## src/rtl/sm_pkg.sv

```systemverilog
// Shared sign-magnitude format definitions used by the adder/subtractor and the result decoder.
// A sign-magnitude word is {sign, magnitude}, with the sign in the top bit.
package sm_pkg;

   localparam int SM_W     = 7;
   localparam int SM_MAG_W = SM_W - 1;
   localparam int SIGN_BIT = SM_W - 1;
   localparam int MAG_LSB  = 0;

   // Largest negative value representable in sign-magnitude: {1, all ones}.
   function automatic logic [SM_W-1:0] sm_max_neg();
      logic [SM_W-1:0] v;
      v = '1;
      return v;
   endfunction

endpackage

```

## src/rtl/sm_neg_stage.sv

```systemverilog
// One register stage of the bit-serial two's-complement to magnitude conversion.
// Resolves magnitude bit K: copy up to and including the first 1, invert above it.
module sm_neg_stage
   import sm_pkg::*;
#(
   parameter int W = SM_W,
   parameter int K = 0
) (
   input  logic         clk,
   input  logic         rst_n,
   input  logic         en,
   input  logic         in_valid,
   input  logic         in_neg,
   input  logic [W-2:0] in_raw,
   input  logic [W-2:0] in_mag,
   input  logic         in_seen,
   input  logic         in_zero,
   output logic         out_valid,
   output logic         out_neg,
   output logic [W-2:0] out_raw,
   output logic [W-2:0] out_mag,
   output logic         out_seen,
   output logic         out_zero
);

   logic         valid_q, valid_d;
   logic         neg_q,   neg_d;
   logic [W-2:0] raw_q,   raw_d;
   logic [W-2:0] mag_q,   mag_d;
   logic         seen_q,  seen_d;
   logic         zero_q,  zero_d;

   logic t_k;
   logic m_k;

   assign t_k = in_raw[K];
   assign m_k = t_k ^ (in_neg & in_seen);

   always_comb begin
      valid_d = valid_q;
      neg_d   = neg_q;
      raw_d   = raw_q;
      mag_d   = mag_q;
      seen_d  = seen_q;
      zero_d  = zero_q;
      if (en) begin
         valid_d  = in_valid;
         neg_d    = in_neg;
         raw_d    = in_raw;
         mag_d    = in_mag;
         mag_d[K] = m_k;
         seen_d   = in_seen | t_k;
         zero_d   = in_zero & ~t_k;
      end
   end

   always_ff @(posedge clk) begin
      if (!rst_n) begin
         valid_q <= 1'b0;
         neg_q   <= 1'b0;
         raw_q   <= '0;
         mag_q   <= '0;
         seen_q  <= 1'b0;
         zero_q  <= 1'b0;
      end else begin
         valid_q <= valid_d;
         neg_q   <= neg_d;
         raw_q   <= raw_d;
         mag_q   <= mag_d;
         seen_q  <= seen_d;
         zero_q  <= zero_d;
      end
   end

   assign out_valid = valid_q;
   assign out_neg   = neg_q;
   assign out_raw   = raw_q;
   assign out_mag   = mag_q;
   assign out_seen  = seen_q;
   assign out_zero  = zero_q;

endmodule

```

## src/rtl/sm_result_decoder.sv

```systemverilog
// Pipelined two's-complement to sign-magnitude converter, one magnitude bit per stage,
// valid/ready on both sides with a single global stall.
module sm_result_decoder
   import sm_pkg::*;
#(
   parameter int W = SM_W
) (
   input  logic         clk,
   input  logic         rst_n,
   input  logic         in_valid,
   output logic         in_ready,
   input  logic [W-1:0] in_tc,
   output logic         out_valid,
   input  logic         out_ready,
   output logic [W-1:0] out_sm,
   output logic         out_ovf
);

   localparam int D  = W - 1;
   localparam int MW = W - 1;

   logic en;

   // Index 0 is the pipeline input; index gi+1 is the output of stage gi+1.
   logic [D:0]         v_s;
   logic [D:0]         neg_s;
   logic [D:0]         seen_s;
   logic [D:0]         zero_s;
   logic [D:0][MW-1:0] mag_s;
   logic [D-1:0][MW-1:0] raw_s;
   logic [MW-1:0]      raw_unused;

   assign en       = ~out_valid | out_ready;
   assign in_ready = en & rst_n;

   assign v_s[0]    = in_valid;
   assign neg_s[0]  = in_tc[W-1];
   assign raw_s[0]  = in_tc[MW-1:0];
   assign mag_s[0]  = '0;
   assign seen_s[0] = 1'b0;
   assign zero_s[0] = 1'b1;

   generate
      for (genvar gi = 0; gi < D; gi++) begin : g_stage
         logic [MW-1:0] raw_out;

         sm_neg_stage #(
            .W (W),
            .K (gi)
         ) u_stage (
            .clk       (clk),
            .rst_n     (rst_n),
            .en        (en),
            .in_valid  (v_s[gi]),
            .in_neg    (neg_s[gi]),
            .in_raw    (raw_s[gi]),
            .in_mag    (mag_s[gi]),
            .in_seen   (seen_s[gi]),
            .in_zero   (zero_s[gi]),
            .out_valid (v_s[gi+1]),
            .out_neg   (neg_s[gi+1]),
            .out_raw   (raw_out),
            .out_mag   (mag_s[gi+1]),
            .out_seen  (seen_s[gi+1]),
            .out_zero  (zero_s[gi+1])
         );

         // The last stage has no further bits to resolve, so its raw copy is dropped.
         if (gi < D - 1) begin : g_fwd
            assign raw_s[gi+1] = raw_out;
         end else begin : g_last
            assign raw_unused = raw_out;
         end
      end
   endgenerate

   assign out_valid = v_s[D];

   // Negative with every magnitude bit zero can only be -2^(W-1): saturate it.
   always_comb begin
      out_ovf = neg_s[D] & zero_s[D];
      out_sm  = {neg_s[D], mag_s[D]};
      if (out_ovf) begin
         out_sm = {1'b1, {MW{1'b1}}};
      end
   end

endmodule

```

## config.mk

```make
export PLATFORM = sky130hd
export DESIGN_NAME = sm_result_decoder
export DESIGN_NICKNAME = d
export VERILOG_FILES = /design/src/rtl/sm_pkg.sv /design/src/rtl/sm_neg_stage.sv /design/src/rtl/sm_result_decoder.sv
export SDC_FILE = /design/constraint.sdc
export NUM_CORES = 1
export LEC_CHECK = 0
export ABC_CLOCK_PERIOD_IN_PS = 1450
export BUFFER_PORTS_ARGS = -buffer_cell sky130_fd_sc_hd__buf_2
export CORE_UTILIZATION = 40
export CTS_CLUSTER_SIZE = 40
export DETAILED_ROUTE_END_ITERATION = 12
export HOLD_SLACK_MARGIN = 0.05
export PLACE_DENSITY = 0.57
export SYNTH_ARGS = -nofsm -noshare
export SYNTH_HDL_FRONTEND = slang
export SYNTH_SLANG_ARGS = --single-unit
```

## constraint.sdc

```tcl
create_clock -name clk -period 1.45 [get_ports clk]
set_clock_uncertainty 0.15 [all_clocks]
set_input_delay 0.0725 -clock clk [delete_from_list [all_inputs] [get_ports clk]]
set_output_delay 0.0725 -clock clk [all_outputs]
set_load 0.1 [all_outputs]
```

# After elaboration in Yosys (flattened, before gate mapping)
# Cells that the tools add are included.
[classes]
n_mux = 1
n_bitwise = 29
[op_table]
columns = ["cell", "count"]
rows = [
  ["$and A1 B1 Y1", 12],
  ["$mux W7", 1],
  ["$not A1 Y1", 7],
  ["$or A1 B1 Y1", 5],
  ["$xor A1 B1 Y1", 5],
]
[word_totals]
regBits = 73
in_bits = 11
output_inout_bits = 10
wordCells = 63

# Depth between registers and ports, before layout
[depth]
depth_word = 3
depth_mapped = 5
mapped_depth_nobuf = 3

# Cells and area by module
# Synthesis repeated with hierarchy kept, for this count alone.
[unflattened]
cells_unflattened = 343
hier_area_um2 = 3870.0
[by_module_without_submodules]
columns = ["mod", "n_inst", "cells_each", "area_each_um2", "seq_area_each_um2"]
rows = [
  ["sm_neg_stage", 6, 55, 631.9, 320.3],
  ["sm_result_decoder", 1, 13, 78.8, 0.0],
]

# Worst setup path after synthesis
# Ideal clock, no wire load.
[synth_timing]
kind = "reg2out"
startpoint = "reg g_stage[5].u_stage.valid_q"
endpoint = "out in_ready"
arrival_time_ps = 1916
slack_ps = -689
stages_incl_launch_ff = 5
n_path_buf = 2
cell_sequence = "dfxtp_1 nand2b_1 buf_4 buf_2 and2_1"
[synth_between]
elab_chain_cells = 3
[synth_lines]
columns = ["element", "line", "source"]
rows = [
  ["start, declared", "sm_neg_stage.sv:26", "logic valid_q, valid_d;"],
  ["start signal, assigned", "sm_neg_stage.sv:66", "valid_q <= valid_d;"],
  ["$not A1 Y1", "sm_result_decoder.sv:33", "assign en = ~out_valid | out_ready;"],
  ["$or A1 B1 Y1", "sm_result_decoder.sv:33", ""],
  ["$and A1 B1 Y1", "sm_result_decoder.sv:34", "assign in_ready = en & rst_n;"],
  ["end, declared", "sm_result_decoder.sv:11", "output logic in_ready,"],
]
# No other way between the ends.

# Final worst setup path
[layout_timing]
startpoint = "reg g_stage[5].u_stage.neg_q"
endpoint = "out out_sm[3]"
[layout_between]
elab_chain_cells = 2
[layout_lines]
columns = ["element", "line", "source"]
rows = [
  ["start, declared", "sm_neg_stage.sv:27", "logic neg_q, neg_d;"],
  ["start signal, assigned", "sm_neg_stage.sv:67", "neg_q <= neg_d;"],
  ["$and A1 B1 Y1", "sm_result_decoder.sv:81", "out_ovf = neg_s[D] & zero_s[D];"],
  ["$mux W7", "sm_result_decoder.sv:83", "if (out_ovf) begin"],
  ["end, declared", "sm_result_decoder.sv:15", "output logic [W-1:0] out_sm,"],
]
# No other way between the ends.

==> flow_metrics.py <==
metrics = {
    "finish": {
        "diodes": 0,
        "register_area_um2": 1160,
        "final_cell_mix": "94 x nand2_1, 57 x dfxtp_1, 41 x a21boi_1, 11 x buf_2, 11 x buf_12",
        "drive_gt1_share_pct": 19.1,
        "final_area_um2": 2920,
        "multi_input_area_um2": 1030,
        "fin_nets": 304,
        "area_growth_pct": 27.6,
        "layout_commonest_cell": "nand2_1",
        "n_fill_cell": 518,
    },
    "sta": {
        "period_minus_slack_ns": 1.40,
        "finalHoldViolCount": 0,
        "worst_pin_slew_ns": 0.483,
        "relSlewSlack_pct": 68.0,
        "setup_viol": 0,
        "timing.fmax_mhz": 716,
        "period_share_pct": 96.3,
        "final.setup.tns_ns": 0,
        "rsz0062_at_grt": "yes",
        "maxSlewViolCount": 0,
    },
    "global_routing": {
        "grt_pass1_wl_um": 7310,
        "grtUsageTotal_pct": 15.6,
        "grt-ovfl-total": 0,
        "grt_max_degree": 53,
        "antenna_found_initial": 0,
        "grt_most_used_layer": "met2",
        "first_global_vias": 1644,
        "met1_usage_pct": 19.2,
        "grtUsageMet2_pct": 24.8,
        "grt_use_met3_pct": 4.24,
    },
    "routing": {
        "via_per_inst": 4.68,
        "drc_errors": 0,
        "wirelength_um": 4050,
        "num_vias": 1730,
        "first_pass_iters": 4,
        "wire_per_inst_um": 10.9,
        "drtAntennaViolNets": 0,
        "drtIter0Drc": 58,
    },
    "run": {
        "maxCapViolCount": 0,
    },
    "power": {
        "power.leakage_nw": 1.13,
        "powerDensity_nw_per_um2": 1190,
        "peakVddDrop_uv": 697,
        "total_power_w": 0.00347,
    },
    "hold_path": {
        "worstHoldStart": "out_ready",
        "hold_class": "in2reg",
        "min_path_cells": 4,
        "holdPathEnd": "g_stage[0].u_stage.out_raw[3]$_SDFFE_PN0P_",
    },
    "yosys": {
        "synthTopCellsByArea": "dfxtp_1 51%, nand2_1 16%, a21boi_1 13%, a21boi_2 3.0%, buf_4 2.3%",
        "yosysTopAreaCellShare_pct": 50.8,
        "syn_area_per_cell_um2": 8.63,
        "yosys.area.top_type": "dfxtp_1",
        "syn_inst": 265,
        "synth-seq-cells": 58,
        "ys_types": 20,
        "yosysSeqAreaShare_pct": 50.8,
        "syn_nets": 276,
        "syn_area_um2": 2290,
        "synth-warning-count": 0,
    },
    "setup_path": {
        "rr_endpoint": "g_stage[3].u_stage.out_seen$_SDFFE_PN0P_",
        "crit_path_end_kind": "output port",
        "worstPathArrival_ns": 1.17,
        "slowest_delay_ns": 0.37,
        "reg2reg_depth": 4,
        "start_kind": "flip-flop",
        "cp.required_ns": 1.23,
        "r2r_slack_ns": 0.22,
        "crit_path_max_fanout": 7,
        "path_cells": "nand2_2, nand2b_1, buf_12",
        "cpMaxStageDelayCell": "dfxtp_1",
        "reg2reg_from": "g_stage[5].u_stage.out_valid$_SDFFE_PN0P_",
        "path_class": "reg2out",
    },
    "clocking": {
        "clk-insertion-delay-late_ns": 0.33,
        "htreeDepth": 3,
        "cts_buffers": 9,
        "cts_setup_buffers": 0,
        "cts_root_buffer": "clkbuf_8",
        "cts_sinks": 58,
        "cts_tree": "yes",
        "path_clk_slew_ns": 0.07,
        "clockBufferDepth": 2,
    },
    "placement": {
        "dp_hpwl_um": 2510,
        "placed_area_um2": 2600,
        "portBuffers": 20,
        "place_congestion": 0.697,
    },
    "floorplan": {
        "die_y_um": 77.6,
        "die_w_um": 77.6,
        "core_area_um2": 5510,
        "num_rows": 27,
        "floorplan.initialDensity_pct": 41.5,
        "pin_count": 21,
        "design.die.area_um2": 6020,
    },
    "status": {
        "status": "completed",
    },
}
[per-layer routing]
| metal | wire length, µm | up-vias |
|---|---|---|
| met5 | 0 | - |
| met4 | 72 | 0 |
| met3 | 123 | 6 |
| met2 | 1800 | 18 |
| met1 | 2050 | 792 |
| li1 | - | 914 |
[synth_stat cells (all sizes together)]
master,instances
a21boi,47
a21oi,6
and2,1
buf,14
clkbuf,6
dfxtp,58
inv,1
nand2,95
nand2b,7
nand3b,5
nor2,4
nor2b,1
nor3,4
nor3b,4
o21a,1
o21ai,6
xor2,5
[area by class of cell]
class,instances,share of cell area (%)
clock inverters,7,3.17
inverters,1,0.129
repair buffers,37,14.1
clock buffers,9,4.25
multi-input cells,186,35.4
flip-flops and latches,58,39.9
well taps,72,3.09
[flip-flops by register name, indices dropped and copies added, names as in the netlist]
signal,count
g_stage.u_stage.out_mag,16
g_stage.u_stage.out_neg,6
g_stage.u_stage.out_raw,20
g_stage.u_stage.out_seen,4
g_stage.u_stage.out_valid,6
g_stage.u_stage.out_zero,6
[power breakdown]
part,internal [W],switching (W)
clock network,0.000964,0.000646
logic,0.000105,0.0000907
registers,0.00164,0.0000269
[critical path: cells and delay by family (launching register included)]
kind | cells | cell delay (ns)
buffers and inverters | 1 | 0.18
flip-flops | 1 | 0.37
AND/OR/NAND/NOR | 2 | 0.29
[per-stage QoR]
step,hold WS (ns),setup WS [ns],util [%],instances
after floorplan,0.0125,0.0458,-,265
after global routing,0.103,-0.0312,53.0,370
final,0.0789,0.0530,53.0,370
after global placement,0.115,0.249,47.2,345
after detailed placement,0.120,0.251,47.2,345
after CTS,0.0664,0.00831,52.9,370
[timing repair]
| action | in CTS | in global routing |
|---|---|---|
| hold buffers | 9 | 0 |
| resized for setup | 2 | 1 |
| hold endpoints to repair | 15 | 0 |
| endpoints found under the setup margin | 8 | 7 |
[how the worst max path moves through the flow]
stage	end	start	slack [ns]
finish	out_sm[3]	g_stage[5].u_stage.out_neg$_SDFFE_PN0P_	0.05
global route	out_sm[3]	g_stage[5].u_stage.out_neg$_SDFFE_PN0P_	-0.03
CTS	out_sm[5]	g_stage[5].u_stage.out_neg$_SDFFE_PN0P_	0.008
detailed placement	g_stage[3].u_stage.out_seen$_SDFFE_PN0P_	g_stage[5].u_stage.out_valid$_SDFFE_PN0P_	0.25
global placement	g_stage[4].u_stage.out_seen$_SDFFE_PN0P_	g_stage[5].u_stage.out_valid$_SDFFE_PN0P_	0.25
floorplan	in_ready	g_stage[5].u_stage.out_valid$_SDFFE_PN0P_	0.05
[logic make-up (layout without fill, tap and decap cells)]
logic type	count (synthesis)	in the layout	share of synthesized area, %
and+or+nand+nor	121	121	23.0
buffers and inverters	21	54	4.98
xor gates and xnor gates	5	5	1.91
DFF	58	58	50.8
AOI/OAI and AO/OA	60	60	19.4
Note: power is estimated with default switching activity, not from simulation.
